===== src/rtl/elevator_pkg.sv =====
// Shared types for the elevator scheduler: FSM states, travel direction
// and the default building size.
package elevator_pkg;

    localparam int NUM_FLOORS_DEFAULT = 4;

    typedef enum logic [1:0] {
        IDLE,
        MOVE_UP,
        MOVE_DOWN,
        DOOR_OPEN
    } state_t;

    typedef enum logic {
        UP   = 1'b0,
        DOWN = 1'b1
    } dir_t;

endpackage


===== src/rtl/call_register.sv =====
// Latched per-floor calls plus the demand reductions the scheduler steers by.
// Reductions are taken relative to eval_floor, which may be the floor the car is just reaching.
module call_register
    import elevator_pkg::*;
#(
    parameter int NUM_FLOORS = NUM_FLOORS_DEFAULT,
    parameter int FLOOR_W    = $clog2(NUM_FLOORS)
) (
    input  logic                  clk,
    input  logic                  reset,
    input  logic [NUM_FLOORS-1:0] call_req,
    input  logic                  serve,
    input  logic [FLOOR_W-1:0]    eval_floor,
    output logic [NUM_FLOORS-1:0] pending,
    output logic                  here,
    output logic                  above,
    output logic                  below
);

    logic [NUM_FLOORS-1:0] served_mask;

    always_comb begin
        served_mask = '0;
        if (serve) served_mask[eval_floor] = 1'b1;
    end

    // Clearing the served floor wins over a simultaneous new call for it.
    always_ff @(posedge clk) begin
        if (reset) pending <= '0;
        else       pending <= (pending | call_req) & ~served_mask;
    end

    always_comb begin
        here  = pending[eval_floor];
        above = 1'b0;
        below = 1'b0;
        for (int i = 0; i < NUM_FLOORS; i++) begin
            if (pending[i] && (i > int'(eval_floor))) above = 1'b1;
            if (pending[i] && (i < int'(eval_floor))) below = 1'b1;
        end
    end

endmodule


===== src/rtl/elevator_scheduler.sv =====
// SCAN elevator controller: keeps travelling while calls lie ahead, times
// floor-to-floor travel and door dwell, and tracks the car floor.
module elevator_scheduler
    import elevator_pkg::*;
#(
    parameter int NUM_FLOORS  = NUM_FLOORS_DEFAULT,
    parameter int FLOOR_W     = $clog2(NUM_FLOORS),
    parameter int MOVE_CYCLES = 4,
    parameter int DOOR_CYCLES = 3
) (
    input  logic                  clk,
    input  logic                  reset,
    input  logic [NUM_FLOORS-1:0] call_req,
    output logic [FLOOR_W-1:0]    floor,
    output logic                  door_open,
    output logic                  moving_up,
    output logic                  moving_down,
    output logic [NUM_FLOORS-1:0] pending,
    output logic                  idle
);

    localparam int MCNT_W = (MOVE_CYCLES > 1) ? $clog2(MOVE_CYCLES) : 1;
    localparam int DCNT_W = (DOOR_CYCLES > 1) ? $clog2(DOOR_CYCLES) : 1;
    localparam logic [MCNT_W-1:0] MCNT_LAST = MCNT_W'(MOVE_CYCLES - 1);
    localparam logic [DCNT_W-1:0] DCNT_LAST = DCNT_W'(DOOR_CYCLES - 1);

    state_t              state;
    dir_t                dir;
    logic [MCNT_W-1:0]   mcnt;
    logic [DCNT_W-1:0]   dcnt;
    logic                step;
    logic                serve;
    logic                here;
    logic                above;
    logic                below;
    logic [FLOOR_W-1:0]  eval_floor;

    // On the arrival cycle every decision is made against the floor being entered.
    always_comb begin
        step       = ((state == MOVE_UP) || (state == MOVE_DOWN)) && (mcnt == MCNT_LAST);
        eval_floor = floor;
        if (step) eval_floor = (state == MOVE_UP) ? floor + FLOOR_W'(1) : floor - FLOOR_W'(1);
        serve      = (state == DOOR_OPEN) || (((state == IDLE) || step) && here);
    end

    call_register #(
        .NUM_FLOORS (NUM_FLOORS),
        .FLOOR_W    (FLOOR_W)
    ) u_calls (
        .clk        (clk),
        .reset      (reset),
        .call_req   (call_req),
        .serve      (serve),
        .eval_floor (eval_floor),
        .pending    (pending),
        .here       (here),
        .above      (above),
        .below      (below)
    );

    assign idle = (state == IDLE) && (pending == '0);

    always_ff @(posedge clk) begin
        if (reset) begin
            state       <= IDLE;
            floor       <= '0;
            dir         <= UP;
            mcnt        <= '0;
            dcnt        <= '0;
            door_open   <= 1'b0;
            moving_up   <= 1'b0;
            moving_down <= 1'b0;
        end else begin
            case (state)
                IDLE: begin
                    if (here) begin
                        state     <= DOOR_OPEN;
                        door_open <= 1'b1;
                        dcnt      <= '0;
                    end else if (above && ((dir == UP) || !below)) begin
                        state     <= MOVE_UP;
                        moving_up <= 1'b1;
                        dir       <= UP;
                        mcnt      <= '0;
                    end else if (below) begin
                        state       <= MOVE_DOWN;
                        moving_down <= 1'b1;
                        dir         <= DOWN;
                        mcnt        <= '0;
                    end
                end
                MOVE_UP, MOVE_DOWN: begin
                    if (!step) begin
                        mcnt <= mcnt + MCNT_W'(1);
                    end else begin
                        floor <= eval_floor;
                        mcnt  <= '0;
                        if (here) begin
                            state       <= DOOR_OPEN;
                            door_open   <= 1'b1;
                            moving_up   <= 1'b0;
                            moving_down <= 1'b0;
                            dcnt        <= '0;
                        end else if (!((state == MOVE_UP) ? above : below)) begin
                            state       <= IDLE;
                            moving_up   <= 1'b0;
                            moving_down <= 1'b0;
                        end
                    end
                end
                DOOR_OPEN: begin
                    // A fresh call at this floor holds the door open for a full dwell again.
                    if (call_req[floor]) begin
                        dcnt <= '0;
                    end else if (dcnt == DCNT_LAST) begin
                        state     <= IDLE;
                        door_open <= 1'b0;
                        dcnt      <= '0;
                    end else begin
                        dcnt <= dcnt + DCNT_W'(1);
                    end
                end
                default: begin
                    state       <= IDLE;
                    door_open   <= 1'b0;
                    moving_up   <= 1'b0;
                    moving_down <= 1'b0;
                end
            endcase
        end
    end

endmodule

===== config.mk =====
export PLATFORM = sky130hd
export DESIGN_NAME = elevator_scheduler
export DESIGN_NICKNAME = d
export VERILOG_FILES = /design/src/rtl/elevator_pkg.sv /design/src/rtl/call_register.sv /design/src/rtl/elevator_scheduler.sv
export SDC_FILE = /design/constraint.sdc
export NUM_CORES = 1
export LEC_CHECK = 0
export ABC_AREA = 1
export CORE_ASPECT_RATIO = 0.5
export CORE_MARGIN = 2
export CORE_UTILIZATION = 30
export CTS_BUF_LIST = sky130_fd_sc_hd__clkbuf_4
export CTS_CLUSTER_SIZE = 25
export DETAILED_ROUTE_END_ITERATION = 10
export GPL_TIMING_DRIVEN = 0
export PLACE_DENSITY = 0.5
export REMOVE_ABC_BUFFERS = 1
export SYNTH_ARGS = -nofsm -noshare
export SYNTH_HDL_FRONTEND = slang
export SYNTH_HIERARCHICAL = 1
export SYNTH_SLANG_ARGS = --single-unit

===== constraint.sdc =====
create_clock -name clk -period 7.32 [get_ports clk]
set_input_delay 1.098 -clock clk [delete_from_list [all_inputs] [get_ports clk]]
set_output_delay 1.098 -clock clk [all_outputs]
set_load 0.005 [all_outputs]

==> impl_metrics.py <==
metrics = {
    "grt": {
        "grt_usage": 0.1325,
        "antenna_found_initial": 0,
        "grt_max_degree": 9,
        "overflow": 0,
        "grt_pass1_wl_microns": 3953,
        "grt_pass1_vias": 899,
    },
    "clocking": {
        "cts_root_buffer": "clkbuf_4",
        "postCtsHoldBufs": 0,
        "cts.clk_slew.worst_paths_ps": 90,
        "post_cts_resized": 0,
        "numCtsBuffers": 3,
        "clockBufferDepth": 2,
        "postCtsSetupRepairBufs": 0,
        "cts_tree": "yes",
        "clkSinkCount": 16,
        "clkLatencyLatePin_ps": 300,
        "h-tree-depth": 1,
    },
    "routing": {
        "drt_wl_total_microns": 2379,
        "postRouteAntennaNets": 0,
        "via_count": 1022,
        "routed_via_density": 4.624,
        "wl_per_cell_microns": 10.76,
        "drtPass1Iterations": 5,
        "drt_iter0_drc": 44,
        "drc": 0,
    },
    "synth": {
        "yosysTopAreaCellShare": 0.3096,
        "yosysMostFrequentCell": "nand2_1",
        "ys_warn_count": 6,
        "ys_ff_latch": 16,
        "synth.largest_area_cell": "dfxtp_1",
        "synth_edf_count": 0,
        "yosysSeqAreaShare": 0.3096,
        "synthTopCellsByCount": "nand2_1, nor2_1, dfxtp_1, inv_1, nand3_1",
        "synth_area_sq_mm": 0.001035,
        "avgSynthCellArea_sq_um": 6.387,
        "async_flop_share": 0,
        "synth.distinct_cells": 22,
        "synth_ff_type": "dfxtp_1",
        "synthTopCellsByArea": "dfxtp_1, nand2_1, nor2_1, ha_1, nand3_1",
        "netlist_instances": 162,
    },
    "floorplanning": {
        "die_area_sq_mm": 0.003964,
        "die_height_microns": 45.53,
        "core_area_sq_mm": 0.003359,
        "start_util": 0.3080,
        "ios": 16,
        "placementRows": 15,
        "die_w_microns": 87.06,
    },
    "timing": {
        "worstMarginPinSlew_ps": 561.8,
        "whs_ps": 473.1,
        "drv_slew": 0,
        "post-route-period-util": 0.3982,
        "fin_crit_ps": 2915,
        "fin_skew_ps": 8.432,
        "slew_headroom": 0.6242,
        "fmax_ghz": 0.3431,
        "rsz0062_at_grt": "false",
        "setup_viol": 0,
        "finalSetupTns_ps": 0,
        "hold_violations": 0,
        "layout_setup_ws_ps": 4405,
    },
    "placement": {
        "dpl_cell_area_sq_mm": 0.001226,
        "portBuffers": 15,
        "dp_cells": 218,
        "dp_hpwl_microns": 1869,
        "place_ws_ps": 4385,
        "gp_congestion": 0.7895,
    },
    "final_layout": {
        "nets": 192,
        "instances_no_fill": 221,
        "n_antenna_cell": 0,
        "area_growth_syn_to_layout_pct": 20.68,
        "post-route-util": 0.3717,
        "drive_gt1_frac": 0.1006,
        "fin_area_sq_mm": 0.001249,
    },
    "min_path": {
        "holdPathStages": 2,
        "worst_hold_startpoint": "door_open",
        "min_to": "door_open",
        "hold_class": "flip-flop to flip-flop",
    },
    "worst_setup_path": {
        "path_class": "flip-flop to flip-flop",
        "cp_slowest_stage_delay_ps": 460,
        "crit_fanout": 8,
        "r2r_cells": 14,
        "cp.required_ps": 7520,
        "startpoint_type": "flip-flop",
        "critPathCaptureType": "flip-flop",
        "rrSetupSlack_ps": 4410,
        "cp_slowest_cell": "ha_1",
        "r2r-start": "state[0]",
        "arrival_ps": 3110,
        "reg2reg_to": "mcnt[0]",
        "worstPathCellList": "inv_1 -> ha_1 -> nand2_2 -> a21oi_1 -> o21ai_1 -> xor2_1 -> inv_2 -> nand2_1 -> nand2_1 -> a21oi_1 -> o21ai_0 -> inv_1 -> o21ai_0 -> o211a_1",
    },
    "pwr": {
        "power.total_mw": 0.3467,
        "p_leak_nw": 0.5607,
        "peakVddDrop_mv": 0.06102,
        "p_per_area_mw_per_mm2": 277.7,
    },
    "flow_run": {
        "maxCapViolCount": 0,
    },
    "status": {
        "outcome": "finished, final reports clean",
    },
}
## how the worst max path moves through the flow
| stage | startpoint | end | slack [ps] | cells after the start |
|---|---|---|---|---|
| after global routing | state[0] | moving_down | 4070 | 15 |
| after floorplan | state[0] | moving_down | 4900 | 15 |
| after detailed placement | state[0] | moving_down | 4380 | 15 |
| final | state[0] | mcnt[0] | 4410 | 14 |
| after CTS | state[0] | moving_down | 4360 | 15 |
| after global placement | state[0] | moving_down | 4380 | 15 |
## cell families after synthesis
family | share of synthesized area
compound gates | 0.1318
xor+xnor | 0.008466
fa+ha+maj | 0.06046
buf+inv | 0.09069
flops | 0.3096
simple gates | 0.3990
## worst max-delay path: cells and delay by family, from the launching register on
kind / cells / cell delay (ps)
flops: 1 / 400
fa+ha+maj: 1 / 460
simple gates: 3 / 390
xor+xnor: 1 / 460
buf+inv: 3 / 320
compound gates: 6 / 770
## metal layers
metal,track usage,up-vias,part of all wire
met3,0.04529,2,0.047
met1,0.1723,445,0.55
met2,0.2168,19,0.39
met4,0.02813,0,0.0080
met5,0,-,0
li1,-,556,-
## sequential cells by signal, summed over array words and instances, names as in the netlist
signal and flops:
state 2, door_open 1, dcnt 2, moving_down 1, dir 1, u_calls/pending 4, mcnt 2, floor 2
moving_up 1
## placed cells by master (no fill, tap or decap)
master	n
xor2_1	1
nand3_2	1
clkbuf_4	3
a21oi_1	9
nand4_1	5
nand3b_1	1
nor3_2	1
o21bai_2	1
nor2_1	20
nand3_1	12
nor3_1	1
o21ai_0	10
dfxtp_1	16
inv_1	16
nand2_2	3
o21ai_1	2
ha_1	5
nor3b_1	1
inv_2	6
nor2_2	3
clkdlybuf4s50_1	15
o211a_1	2
nand2_1	45
## area by class of cell
cell class	instances	area [sq um]
Tap cell	42	52.55
Clock buffer	3	22.52
Fill cell	367	2111
Sequential cell	16	320.3
Multi-Input combinational cell	123	620.6
Timing Repair Buffer	15	150.1
Inverter	22	82.58
## where the power goes
group,internal (mW),total (mW),leakage [nW],switching [mW]
clock network,0.0192,0.0490,0.0138,0.0298
registers,0.103,0.116,0.131,0.0129
logic,0.0730,0.181,0.416,0.108
total,0.196,0.347,0.561,0.151
No activity file was read; power rests on OpenSTA's default activity.
